**config.mk**
```make
export PLATFORM = sky130hd
export DESIGN_NAME = wordle_round_ctrl
export DESIGN_NICKNAME = d
export VERILOG_FILES = /design/src/rtl/wordle_round_ctrl.sv
export SDC_FILE = /design/constraint.sdc
export NUM_CORES = 1
export LEC_CHECK = 0
export CORE_MARGIN = 2
export CORE_UTILIZATION = 38
export CTS_CLUSTER_SIZE = 10
export DETAILED_ROUTE_END_ITERATION = 12
export PLACE_DENSITY = 0.67
export SLEW_MARGIN = 15
export SYNTH_ARGS = -nofsm -noshare
export SYNTH_HDL_FRONTEND = slang
export SYNTH_SLANG_ARGS = --single-unit
```
**constraint.sdc**
```tcl
create_clock -name clk -period 1.8 [get_ports clk]
set_input_delay 0.36 -clock clk [delete_from_list [all_inputs] [get_ports clk]]
set_output_delay 0.36 -clock clk [all_outputs]
set_load 0.02 [all_outputs]
```
**src/rtl/wordle_round_ctrl.sv**
```systemverilog
// Round sequencer for a four-letter Wordle game: synchronises the enter button,
// commits guesses letter by letter, scores them and drives the display and status flags.
module wordle_round_ctrl #(
  parameter int          MAX_TRIES = 5,
  parameter logic [27:0] SECRET    = 28'b1100000_1001111_1001110_0100100,
  parameter logic [6:0]  BLANK     = 7'b1111111
) (
  input  logic        clk,
  input  logic        reset,
  input  logic        enter,
  input  logic [6:0]  letter_code,
  input  logic        letter_valid,
  output logic [27:0] disp_o,
  output logic [3:0]  match_o,
  output logic [2:0]  tries_o,
  output logic        win_o,
  output logic        lose_o,
  output logic        bad_letter_o
);

  // state  | meaning
  // IDLE   | waiting for a press to start a game
  // ENTRY  | committing letters into slot 0..3
  // CHECK  | one-cycle scoring of the committed guess
  // REVIEW | scored guess shown, press starts the next guess
  // WIN    | WINS shown, press returns to IDLE
  // LOSE   | LOSE shown, press reveals the secret
  // REVEAL | secret shown, press returns to IDLE
  typedef enum logic [2:0] {IDLE, ENTRY, CHECK, REVIEW, WIN, LOSE, REVEAL} state_t;

  localparam logic [27:0] WINS_CODE = 28'b1001001_1001111_1011010_0100100;
  localparam logic [27:0] LOSE_CODE = 28'b1110001_0000001_0100100_0110000;
  localparam logic [2:0]  MAX3      = 3'(MAX_TRIES);

  state_t      state;
  logic [1:0]  slot;
  logic [6:0]  guess [4];
  logic        s1, s2, s3;
  logic        press;
  logic [27:0] disp_next;
  logic [3:0]  match_next;
  logic [2:0]  tries_inc;

  // enter idles high; a press is the first cycle the synchronised level is seen low
  always_ff @(posedge clk or negedge reset) begin
    if (!reset) begin
      s1 <= 1'b1;
      s2 <= 1'b1;
      s3 <= 1'b1;
    end else begin
      s1 <= enter;
      s2 <= s1;
      s3 <= s2;
    end
  end

  assign press     = s3 & ~s2;
  assign tries_inc = (tries_o == MAX3) ? tries_o : tries_o + 3'd1;

  always_comb begin
    disp_next  = {4{BLANK}};
    match_next = 4'b0000;
    for (int i = 0; i < 4; i++) begin
      match_next[i] = (guess[i] == SECRET[27-7*i -: 7]);
    end
    case (state)
      ENTRY: begin
        for (int i = 0; i < 4; i++) begin
          if (i < int'(slot))       disp_next[27-7*i -: 7] = guess[i];
          else if (i == int'(slot)) disp_next[27-7*i -: 7] = letter_code;
          else                      disp_next[27-7*i -: 7] = BLANK;
        end
      end
      CHECK, REVIEW: disp_next = {guess[0], guess[1], guess[2], guess[3]};
      WIN:           disp_next = WINS_CODE;
      LOSE:          disp_next = LOSE_CODE;
      REVEAL:        disp_next = SECRET;
      default:       disp_next = {4{BLANK}};
    endcase
  end

  always_ff @(posedge clk or negedge reset) begin
    if (!reset) begin
      state        <= IDLE;
      slot         <= 2'd0;
      for (int i = 0; i < 4; i++) guess[i] <= BLANK;
      disp_o       <= {4{BLANK}};
      match_o      <= 4'b0000;
      tries_o      <= 3'd0;
      win_o        <= 1'b0;
      lose_o       <= 1'b0;
      bad_letter_o <= 1'b0;
    end else begin
      bad_letter_o <= 1'b0;
      disp_o       <= disp_next;
      case (state)
        IDLE: begin
          if (press) begin
            state <= ENTRY;
            slot  <= 2'd0;
            for (int i = 0; i < 4; i++) guess[i] <= BLANK;
          end
        end
        ENTRY: begin
          if (press) begin
            if (letter_valid) begin
              guess[slot] <= letter_code;
              if (slot == 2'd3) state <= CHECK;
              else              slot  <= slot + 2'd1;
            end else begin
              bad_letter_o <= 1'b1;
            end
          end
        end
        CHECK: begin
          match_o <= match_next;
          if (&match_next) begin
            state <= WIN;
            win_o <= 1'b1;
          end else begin
            tries_o <= tries_inc;
            if (tries_inc == MAX3) begin
              state  <= LOSE;
              lose_o <= 1'b1;
            end else begin
              state <= REVIEW;
            end
          end
        end
        REVIEW: begin
          if (press) begin
            state <= ENTRY;
            slot  <= 2'd0;
            for (int i = 0; i < 4; i++) guess[i] <= BLANK;
          end
        end
        LOSE: begin
          if (press) state <= REVEAL;
        end
        WIN, REVEAL: begin
          if (press) begin
            state   <= IDLE;
            slot    <= 2'd0;
            for (int i = 0; i < 4; i++) guess[i] <= BLANK;
            match_o <= 4'b0000;
            tries_o <= 3'd0;
            win_o   <= 1'b0;
            lose_o  <= 1'b0;
          end
        end
        default: state <= IDLE;
      endcase
    end
  end

endmodule

```
# --- Yosys cells after proc, flatten, opt, wreduce, memory -nomap -nowiden ---
# Cells that the tools add are included.
word_totals:
  regBits: 74
  out_inout_bits: 38
op_classes:
  addsub: 2
  magnitude_cmp: 5
  eq_ne: 27
  n_mux: 43
  n_bitwise: 3
  reduce_logical: 17
ops:
  columns: ["op", "n"]
  rows:
  - ["case mux 28 bit (5 select lines)", 1]
  - ["2-to-1 mux 28 bit", 3]
  - ["2-to-1 mux 7 bit", 8]
  - ["case mux 28 bit (2 select lines)", 1]
  - ["2-to-1 mux 3 bit", 10]
  - ["bitwise mux 28 bit", 1]
  - ["equality test 7 bit, second input constant", 3]
  - ["inequality test 2 bit, second input constant", 9]
  - ["equality test 3 bit, second input constant", 5]
  - ["case mux 3 bit (5 select lines)", 1]
  - ["demux 7 bit (select 2 bit)", 1]
  - ["AND reduction 4 bit", 3]
  - ["2-to-1 mux 2 bit", 4]
  - ["case mux 4 bit (2 select lines)", 1]
  - ["equality test 7 x 6 -> 1 bit, second input constant", 1]
  - ["2-to-1 mux 1 bit", 7]
  - ["equality test 3 x 2 -> 1 bit, second input constant", 2]
  - ["case mux 3 bit (2 select lines)", 1]
  - ["AND reduction 3 bit", 2]
  - ["AND reduction 6 bit", 1]
  - ["OR reduction 2 bit", 3]
  - ["AND reduction 5 bit", 1]
  - ["equality test 2 bit, first input constant", 2]
  - ["< comparator 1 x 2 -> 1 bit, first input constant", 2]
  - ["21 further kinds", 24]

# --- Longest topological paths before layout ---
# Gate-level depths: netlist of the first run.
logic_depth:
  depth_word: 9
  mapped_depth: 8
  mapped_depth_nobuf: 7

# --- Worst setup path before layout of the first run ---
# Ideal clock, no wire load.
synth_timing:
  path_kind: "reg2reg"
  from: "register guess[20] (netlist name)"
  to: "register state[1]"
  setup_time_ns: 0.121
  t_arrival_ns: 1.729
  slack_ns: -0.050
  stages_incl_launch_ff: 6
  cell_sequence: "dfstp_2 -> nand2_1 -> or4_4 -> nor4_4 -> nor3_1 -> o22a_1"
synth_via:
  elab_chain_cells: 4
synth_rtl:
  columns: ["item", "line", "text"]
  rows:
  - ["start: declaration", "37", "logic [6:0] guess [4];"]
  - ["start signal: indexed assignment", "107", "guess[slot] <= letter_code;"]
  - ["equality test 7 bit", "64", "match_next[i] = (guess[i] == SECRET[27-7*i -: 7]);"]
  - ["AND reduction 4 bit", "117", "if (&match_next) begin"]
  - ["2-to-1 mux 3 bit", "117", null]
  - ["case mux 3 bit (5 select lines)", "96", "case (state)"]
  - ["end signal: assignment", "99", "state <= ENTRY;"]
  - ["end signal: assignment", "118", "state <= WIN;"]
  - ["end signal: assignment", "123", "state <= LOSE;"]
  - ["end: declaration", "35", "state_t state;"]
# Every way passes these cells.
# A chain may end at the register's enable or synchronous reset.

# --- Final worst setup path of the first run ---
layout_timing:
  from: "register guess[10] (netlist name)"
  to: "register state[1]"
# Same word-level chain as after synthesis.

==> results of run 1 <==
[stage by stage]
step	setup WS, ns	area (sq um)
after floorplan	0.0183	3460
after global placement	-0.0562	4340
after detailed placement	-0.154	4340
after CTS	-0.0715	4530
after global routing	-0.128	4570
final	-0.0487	4570
[cell usage in the layout (no fill, tap or decap), types with 4 or more instances in the layout]
cell type,instances
inv_1,8
a21oi_1,32
dlygate4sd2_1,29
o32ai_1,6
dfrtp_1,13
clkinv_2,4
a22oi_1,4
o22ai_1,9
ha_1,6
dfstp_2,59
clkbuf_8,10
o21ai_0,51
nand2b_1,5
nand2_1,64
o21ai_1,14
o221a_2,4
buf_4,46
clkdlybuf4s50_1,16
nor3_1,5
nor2_1,24
[kinds of logic (layout without fill, tap and decap cells)]
kind of cell	after synthesis	count (layout)	share of synthesized area [%]
AO/OA/AOI/OAI	131	131	21.9
AND/OR/NAND/NOR	117	117	15.7
flip-flops	74	74	55.7
buffers and inverters	27	119	3.25
adder cells (fa/ha/maj)	6	6	2.17
XOR/XNOR	2	2	0.724
multiplexers	2	2	0.579
[flip-flops by register name (all words and copies together), names as in the netlist, 2 cells and up]
register / count
disp_o: 28
guess: 28
match_o: 4
slot: 2
state: 3
tries_o: 3
[path summary, 6_finish.rpt]
check	start	end	slack (ns)
max	guess[10]	state[1]	-0.05
min	reset	tries_o[2]	0.02
max reg2reg	guess[10]	state[1]	-0.05
min reg2reg	s1	s2	0.36
max in group asynchronous	reset	guess[17]	1.44
min in group clk	s1	s2	0.36
[timing repair]
item	in CTS	in global routing
endpoints found under the setup margin	35	35
buffers inserted	1	1
resized for setup	30	12
pin swaps	1	1
[area by class of cell]
| class | instances | area (sq um) | area share (%) |
|---|---|---|---|
| clock buffer | 11 | 163 | 3.56 |
| clock inverter | 5 | 50.0 | 1.09 |
| inverter | 8 | 30.0 | 0.656 |
| multi-input combinational | 258 | 1460 | 31.9 |
| sequential | 74 | 1930 | 42.1 |
| tap | 108 | 135 | 2.95 |
| timing repair buffer | 95 | 810 | 17.7 |
[layer usage]
| metal | GRT usage, % | wire (um) | vias up |
|---|---|---|---|
| li1 | - | - | 1445 |
| met1 | 27.0 | 4100 | 1447 |
| met2 | 30.7 | 4370 | 101 |
| met3 | 3.65 | 506 | 24 |
| met4 | 8.01 | 200 | 0 |
| met5 | 0 | 0 | - |
[worst max-delay path, stage by stage, from the launching register on]
cell and delay (ns):
dfstp_2 0.53, nor4bb_2 0.27, nand4b_1 0.21, nor4_4 0.30, buf_4 0.17, nor3_1 0.06
o22a_1 0.20
[power by group through the flow]
stage | registers [uW] | clock network (uW) | logic [uW]
5_1_grt | 3300 | 1460 | 4190
4_1_cts | 3190 | 1380 | 3750
3_3_place_gp | 3210 | 0 | 3870
3_5_place_dp | 3230 | 0 | 3940
2_1_floorplan | 3560 | 0 | 1880
6_report | 3210 | 1360 | 3800
==> qor.csv, run 1 <==
stage,metric,value,unit
global_routing,grt_pass1_vias,2836,
floorplanning,fp.dieArea,9880,sq um
logic_synthesis,synthFlopType,dfstp_2,
detailed_routing,num_vias,3017,
cells_and_area,drive_gt1_share,30.8,%
cts,path_clk_slew,0.08,ns
global_routing,track_usage,19.6,%
floorplanning,io_pins,49,
sta,worstMarginPinSlew,0.395,ns
sta,worst_slack,-0.0487,ns
placement,place_congestion,0.917,
logic_synthesis,synth.area.top_cells,"dfstp_2, dfrtp_1, o21ai_0",
cts,cts_root_buffer,clkbuf_8,
sta,finClkSkew,0.00683,ns
logic_synthesis,synth_edf_count,0,
detailed_routing,ant_nets,0,
floorplanning,die_x,99.4,um
cts,cts_htree_levels,3,
setup_path,path_max_fanout,6,
sta,final-setup-viol-count,2,
detailed_routing,drcViolationCount,0,
logic_synthesis,ys_top_cells_by_count,"nand2_1, dfstp_2, o21ai_0, a21oi_1, nor2_1",
power,share_comb_of_total_power,45.4,%
detailed_routing,drt_iter0_markers,222,
sta,fmax,541,MHz
outcome,failed_checks,setup timing,
detailed_routing,first_pass_iters,5,
cells_and_area,fillers,812,
sta,setup_tns,-0.0813,ns
power,power,8370,uW
cts,hold_buffers,0,
detailed_routing,post_drt_wl_per_cell,16.4,um
setup_path,critPathArrivalTime,2.10,ns
worst_hold_path,hp-class,in2async,
cells_and_area,nets,463,
floorplanning,coreArea,8760,sq um
logic_synthesis,async_flop_share,100,%
power,p_per_area,1830,nW/um^2
logic_synthesis,yosysTopAreaCellShare,44.8,%
global_routing,overflow,0,
logic_synthesis,syn_nets,376,
outcome,outcome,"complete, but fails checks",
global_routing,antenna_found_initial,0,
placement,dp.cells,541,
power,pwr-share-clk,16.3,%
logic_synthesis,yosysMostFrequentCell,nand2_1,
cells_and_area,fin_util,52.2,%
floorplanning,num_rows,34,
setup_path,end_kind,register,
sta,rsz0062_at_grt,yes,
power,vdd_drop_max,542,uV
power,seqPwrFrac,38.3,%
power,leakage,0.00193,uW
cells_and_area,antenna_cells,0,
logic_synthesis,synth-seq-area-share,55.7,%
setup_path,worst_setup_path_start_kind,register,
detailed_routing,vias_per_cell,5.40,
sta,hold_viol_final,0,
sta,slew_headroom,73.6,%
logic_synthesis,netlist_area,3460,sq um
cts,cts_tree,yes,
cts,cts.sinks,74,
floorplanning,start_util,39.5,%
cells_and_area,area_growth_syn_to_layout,32.2,%
power,swShare,39.0,%
cells_and_area,instances_no_fill,559,
logic_synthesis,synth_warnings,0,
setup_path,cp.required,2.05,ns
cts,clock_latency,0.36,ns
power,p_int,5110,uW
placement,portBuffers,48,
logic_synthesis,syn-instance-count,359,
sta,period_minus_slack,1.85,ns
sta,period_share,103,%
sta,finalMaxSlewViolations,0,
detailed_routing,drt_wl_total,9180,um
floorplanning,die_h,99.4,um
cts,clock_path_buffers,2,
setup_path,crit_type,reg2reg,
logic_synthesis,synth.distinct_cells,41,
logic_synthesis,synth_top_cell_by_area,dfstp_2,
cts,cts_made_buffers,9,
power,p_switching,3260,uW
placement,dp_hpwl,6600,um
setup_path,worstRegToRegCells,6,
global_routing,grt_pass1_wl,15000,um
global_routing,grt_max_degree,75,
logic_synthesis,synth-seq-cells,74,
logic_synthesis,synth.avg_cell_area,9.64,sq um
sta,timing.hold.ws,0.0224,ns
job,maxCapViolCount,0,
No activity file was read; power rests on OpenSTA's default activity.
==> run 2, diff against run 1 <==
--- a/config.mk
+++ b/config.mk
@@ -7,8 +7,10 @@
 export LEC_CHECK = 0
 export CORE_MARGIN = 2
 export CORE_UTILIZATION = 38
+export CTS_BUF_LIST = sky130_fd_sc_hd__clkbuf_16
 export CTS_CLUSTER_SIZE = 10
 export DETAILED_ROUTE_END_ITERATION = 12
+export HOLD_SLACK_MARGIN = 0.08
 export PLACE_DENSITY = 0.67
 export SLEW_MARGIN = 15
 export SYNTH_ARGS = -nofsm -noshare
==> run 2 against run 1 <==
The run still ends with setup timing left. Cell area increased by 2.9%. Sequential power is essentially flat. Global-route usage rose by 0.37 points. Sequential share of layout area is 1.2 points lower. Register-to-register slack about the same. First-iteration DRC count up 49%. Final cell count up 0.18%. Critical endpoint unchanged.
==> qor.csv, run 2 (synthesis gave the netlist of run 1 again) <==
stage,metric,value,unit,change
floorplanning,coreArea,8760,sq um,unchanged
setup_path,worst_setup_path_start_kind,register,,
floorplanning,start_util,39.5,%,unchanged
sta,setup_tns,-0.0921,ns,-0.0109 ns
sta,final-setup-viol-count,2,,unchanged
cts,cts_root_buffer,clkbuf_16,,
floorplanning,die_x,99.4,um,unchanged
detailed_routing,drt_iter0_markers,331,,+49%
job,maxCapViolCount,0,,unchanged
detailed_routing,wl_met2,4560,um,+4.4%
power,p_int,5550,uW,+8.6%
sta,period_minus_slack,1.85,ns,+0.00508 ns
setup_path,critPathArrivalTime,2.08,ns,-0.02 ns
cts,clock_latency,0.33,ns,-0.03 ns
cts,cts_htree_levels,3,,unchanged
global_routing,antenna_found_initial,0,,unchanged
cells_and_area,fin_area,4710,sq um,+2.9%
cells_and_area,nets,464,,+0.22%
outcome,failed_checks,setup timing,,
power,p_per_area,1890,nW/um^2,+3.3%
cells_and_area,final_cell_mix,"nand2_1, dfstp_2, o21ai_0",,
power,seqPwrFrac,36.1,%,-2.2 points
detailed_routing,num_vias,3003,,-0.46%
placement,place_congestion,0.917,,unchanged
power,vdd_drop_max,682,uV,+26%
floorplanning,io_pins,49,,unchanged
cts,cts.sinks,74,,unchanged
cells_and_area,fillers,784,,-3.4%
power,pwr-share-clk,20.2,%,+3.9 points
floorplanning,fp.dieArea,9880,sq um,unchanged
global_routing,overflow,0,,unchanged
sta,rsz0062_at_grt,yes,,
outcome,outcome,"complete, but fails checks",,
setup_path,crit_type,reg2reg,,
detailed_routing,vias_per_cell,5.36,,-0.64%
cells_and_area,final_common_cell,nand2_1,,
global_routing,grt_max_degree,75,,unchanged
power,power,8910,uW,+6.4%
floorplanning,die_h,99.4,um,unchanged
sta,finalMaxSlewViolations,0,,unchanged
global_routing,grt_pass1_wl,15300,um,+2.1%
sta,fmax,539,MHz,-0.27%
floorplanning,num_rows,34,,unchanged
power,share_comb_of_total_power,43.8,%,-1.6 points
cells_and_area,drive_gt1_share,30.3,%,-0.51 points
cells_and_area,antenna_cells,0,,unchanged
placement,portBuffers,48,,unchanged
placement,placed_area,4340,sq um,unchanged
setup_path,cp.required,2.02,ns,-0.03 ns
detailed_routing,drcViolationCount,0,,unchanged
detailed_routing,post_drt_wl_per_cell,16.9,um,+2.8%
setup_path,path_max_fanout,6,,unchanged
detailed_routing,ant_nets,0,,unchanged
detailed_routing,drt_wl_total,9450,um,+3.0%
cts,cts_tree,yes,,
cts,path_clk_slew,0.06,ns,-0.02 ns
sta,period_share,103,%,+0.28 points
cts,clock_path_buffers,2,,unchanged
setup_path,end_kind,register,,
detailed_routing,first_pass_iters,5,,unchanged
detailed_routing,dr.max_layer_used,met4,,
sta,worstMarginPinSlew,0.406,ns,+0.0104 ns
cells_and_area,area_growth_syn_to_layout,36.1,%,
sta,hold_viol_final,0,,unchanged
sta,finClkSkew,0.00531,ns,-0.00153 ns
detailed_routing,wl_met1,4080,um,-0.49%
sta,worst_slack,-0.0538,ns,-0.00508 ns
global_routing,track_usage,20.0,%,+0.37 points
placement,dp_hpwl,6600,um,unchanged
cells_and_area,largestRegisters,"disp_o x28, guess x28, match_o x4",,
worst_hold_path,hp-class,reg2reg,,
cts,cts_made_buffers,9,,unchanged
power,leakage,0.00203,uW,+5.0%
detailed_routing,wl_met3,629,um,+24%
sta,slew_headroom,72.9,%,-0.69 points
sta,timing.hold.ws,0.355,ns,+0.333 ns
global_routing,grt_pass1_vias,2905,,+2.4%
power,swShare,37.7,%,-1.3 points
power,p_switching,3350,uW,+2.8%
[run 2: cell count changes in the layout (fill, tap and decap cells not counted), sizes merged]
| cell | change |
|---|---|
| dlygate4sd2 | -9 |
| dlygate4sd3 | +1 |
| clkinv | +1 |
| dlymetal6s2s | +9 |
| clkbuf | -1 |
[run 2: final timing paths]
check                          start  cells after the start            to  slack (ns)
setup / recovery           guess[10]                      6      state[1]       -0.05
hold / removal                    s1                      0            s2        0.36
setup reg to reg           guess[10]                      6      state[1]       -0.05
hold reg to reg                   s1                      0            s2        0.36
max in group asynchronous      reset                      3      guess[0]        0.85
min in group asynchronous      reset                      3  bad_letter_o        0.56
[run 2: cell type report]
| type | count | area (sq um) | share of cell area [%] |
|---|---|---|---|
| multi-input combinational | 258 | 1460 | 31.0 |
| clock buffer | 10 | 250 | 5.31 |
| inverter | 8 | 30.0 | 0.638 |
| sequential | 74 | 1930 | 40.9 |
| tap | 108 | 135 | 2.87 |
| clock inverter | 6 | 53.8 | 1.14 |
| timing repair buffer | 96 | 853 | 18.1 |
[run 2: power groups by stage]
stage,Combinational (uW),Sequential [uW],Clock (uW)
after global placement,3870,3210,0
after global routing,4270,3310,1900
after CTS,3830,3200,1830
after floorplan,1880,3560,0
final,3900,3210,1800
after detailed placement,3940,3230,0
[run 2: repair_timing]
| item | in CTS | in global routing |
|---|---|---|
| setup buffers | 1 | 1 |
| gates resized for setup | 21 | 20 |
| pin swaps | 1 | 1 |
| setup endpoints to repair | 26 | 44 |
| endpoints found under the hold margin | 15 | 0 |
| hold buffers | 1 | 0 |
[run 2: layer usage]
layer	GRT usage, %	vias up
met5	0	-
met4	6.43	0
met3	4.29	19
met2	31.8	117
met1	27.4	1422
li1	-	1445
[run 2: per-stage QoR]
stage,worst slack (ns),std cells,util [%]
after global routing,-0.128,560,53.7
after detailed placement,-0.154,541,49.5
after floorplan,0.0183,359,-
after global placement,-0.0562,541,49.5
after CTS,-0.0714,559,53.0
final,-0.0538,560,53.7
[run 2: worst max-delay path, cell delays in order (launching register included)]
cell      delay, ns
dfstp_2        0.53
nor4bb_2       0.27
nand4b_1       0.21
nor4_4         0.30
buf_4          0.18
nor3_1         0.06
o22a_1         0.20
==> run 3, diff against run 2 <==
--- a/config.mk
+++ b/config.mk
@@ -5,13 +5,13 @@
 export SDC_FILE = /design/constraint.sdc
 export NUM_CORES = 1
 export LEC_CHECK = 0
-export CORE_MARGIN = 2
 export CORE_UTILIZATION = 38
 export CTS_BUF_LIST = sky130_fd_sc_hd__clkbuf_16
 export CTS_CLUSTER_SIZE = 10
 export DETAILED_ROUTE_END_ITERATION = 12
 export HOLD_SLACK_MARGIN = 0.08
 export PLACE_DENSITY = 0.67
+export RECOVER_POWER = 25
 export SLEW_MARGIN = 15
 export SYNTH_ARGS = -nofsm -noshare
 export SYNTH_HDL_FRONTEND = slang
==> constraint.sdc (replaced) <==
create_clock -name clk -period 1.6 [get_ports clk]
set_input_delay 0.32 -clock clk [delete_from_list [all_inputs] [get_ports clk]]
set_output_delay 0.32 -clock clk [all_outputs]
set_load 0.02 [all_outputs]
==> run 3 against run 2 <==
The flow still finishes with violations (setup timing). Fmax shrank 3.9%. Die area down 4.0%. Core utilization up 2.0 points. Critical path type unchanged. Hold slack better by 0.0067 ns. Global-route usage increased by 1.0 points. First-iteration DRC count shrank 24%. Non-clock buffer count rose by 23.
==> qor.csv, run 3 (synthesis gave the netlist of run 1 again) <==
stage,metric,value,unit,change
power,power,10400,uW,+17%
detailed_routing,drcViolationCount,0,,unchanged
detailed_routing,post_drt_wl_per_cell,16.5,um,-2.2%
global_routing,grt_max_degree,75,,unchanged
outcome,failed_checks,setup timing,,
sta,timing.hold.ws,0.362,ns,+0.00670 ns
detailed_routing,vias_per_cell,5.46,,+1.9%
sta,finalMaxSlewViolations,0,,unchanged
power,vdd_drop_max,814,uV,+19%
floorplanning,coreArea,8760,sq um,unchanged
placement,portBuffers,48,,unchanged
sta,setup_tns,-2.82,ns,-2.73 ns
floorplanning,die_x,97.4,um,-2.0%
sta,final-setup-viol-count,29,,+27
cells_and_area,area_growth_syn_to_layout,41.0,%,
floorplanning,num_rows,34,,unchanged
power,pwr-share-clk,19.6,%,-0.6 points
floorplanning,die_h,97.4,um,-2.0%
setup_path,crit_type,reg2reg,,
cells_and_area,final_common_cell,buf_4,,
placement,place_ws,-0.351,ns,-0.197 ns
power,p_per_area,2140,nW/um^2,+13%
global_routing,grt_pass1_wl,15400,um,+0.77%
cts,cts_root_buffer,clkbuf_16,,
worst_hold_path,hp-class,reg2reg,,
floorplanning,io_pins,49,,unchanged
sta,finClkSkew,0.00724,ns,+0.00193 ns
detailed_routing,drt_wl_total,9630,um,+1.9%
cells_and_area,drive_gt1_share,34.9,%,+4.6 points
cts,cts_made_buffers,9,,unchanged
power,swShare,37.3,%,-0.39 points
detailed_routing,first_pass_iters,4,,-1
setup_path,end_kind,register,,
cells_and_area,largestRegisters,"disp_o x28, guess x28, match_o x4",,
sta,period_minus_slack,1.93,ns,+0.0756 ns
global_routing,grt_pass1_vias,3063,,+5.4%
detailed_routing,drt_iter0_markers,252,,-24%
global_routing,track_usage,21.0,%,+1.0 points
power,leakage,0.00212,uW,+4.5%
detailed_routing,ant_nets,0,,unchanged
floorplanning,start_util,39.5,%,unchanged
cells_and_area,instances_no_fill,583,,+4.1%
sta,hold_viol_final,0,,unchanged
sta,fmax,518,MHz,-3.9%
cts,clock_path_buffers,2,,unchanged
power,share_comb_of_total_power,46.8,%,+3.0 points
cells_and_area,final_cell_mix,"buf_4, nand2_1, dfstp_2",,
placement,dp.cells,562,,+3.9%
placement,dp_hpwl,6790,um,+2.9%
setup_path,worst_setup_path_start_kind,register,,
cts,cts_htree_levels,3,,unchanged
placement,place_congestion,0.886,,-3.5%
cts,cts.sinks,74,,unchanged
sta,worst_slack,-0.329,ns,-0.276 ns
sta,period_share,121,%,+18 points
sta,rsz0062_at_grt,yes,,
cts,path_clk_slew,0.06,ns,about the same
floorplanning,fp.dieArea,9490,sq um,-4.0%
power,seqPwrFrac,33.6,%,-2.5 points
job,maxCapViolCount,0,,unchanged
cells_and_area,antenna_cells,0,,unchanged
setup_path,cp.required,1.82,ns,-0.20 ns
sta,worstMarginPinSlew,0.967,ns,+0.562 ns
sta,slew_headroom,35.5,%,-37 points
cts,cts_tree,yes,,
power,p_int,6550,uW,+18%
outcome,outcome,"complete, but fails checks",,
setup_path,critPathArrivalTime,2.15,ns,+0.07 ns
cts,clock_latency,0.33,ns,about the same
cells_and_area,nets,487,,+5.0%
global_routing,antenna_found_initial,0,,unchanged
power,p_switching,3890,uW,+16%
setup_path,path_max_fanout,5,,-1
detailed_routing,num_vias,3186,,+6.1%
cells_and_area,fillers,784,,unchanged
global_routing,overflow,0,,unchanged
## run 3: routing by layer
| metal | share of wire [%] | wire [um] | vias to the layer above | track usage, % |
|---|---|---|---|---|
| met5 | 0 | 0 | - | 0 |
| met4 | 3.4 | 330 | 0 | 12.0 |
| met3 | 6.9 | 660 | 26 | 4.10 |
| met2 | 48 | 4590 | 128 | 33.8 |
| met1 | 42 | 4040 | 1541 | 26.3 |
| li1 | - | - | 1491 | - |
## run 3: final timing paths
check,startpoint,end,slack [ns],cells after the start
max,guess[10],state[1],-0.33,6
min,s1,s2,0.36,0
max reg2reg,guess[10],state[1],-0.33,6
min reg2reg,s1,s2,0.36,0
max in group asynchronous,reset,state[2],0.15,3
min in group asynchronous,reset,bad_letter_o,0.80,3
## run 3: worst max-delay path, cell delays in order, from the launching register on
cell and delay, ns:
dfstp_2 0.52, nor4bb_2 0.25, nand4b_1 0.21, nor4_4 0.35
buf_4 0.19, nor3_1 0.06, o22a_1 0.22
## run 3: area by class of cell
type	count	area, sq um	area share [%]
clock buffers	10	250	5.13
flip-flops and latches	74	1930	39.5
clock inverters	6	55.1	1.13
inverters	8	30.0	0.615
multi-input cells	258	1490	30.5
repair buffers	119	996	20.4
well taps	108	135	2.77
## run 3: metrics by stage
stage	cell area, sq um	utilization [%]
2_1_floorplan	3460	-
3_3_place_gp	4520	51.6
3_5_place_dp	4520	51.6
4_1_cts	4840	55.2
5_1_grt	4880	55.7
6_report	4880	55.7
## run 3: repair_timing
action,in CTS,in global routing
endpoints found under the setup margin,73,49
gates resized for setup,44,15
pin swaps,1,6
setup buffers,4,1
endpoints found under the hold margin,15,0
hold buffers,1,0
gates cloned,0,0
## run 3: power groups by stage
stage / sequential, uW / combinational (uW) / clock (uW)
3_3_place_gp: 3530 / 4830 / 0
6_report: 3510 / 4880 / 2040
5_1_grt: 3620 / 5290 / 2140
2_1_floorplan: 4000 / 2110 / 0
4_1_cts: 3510 / 4790 / 2080
3_5_place_dp: 3550 / 4920 / 0
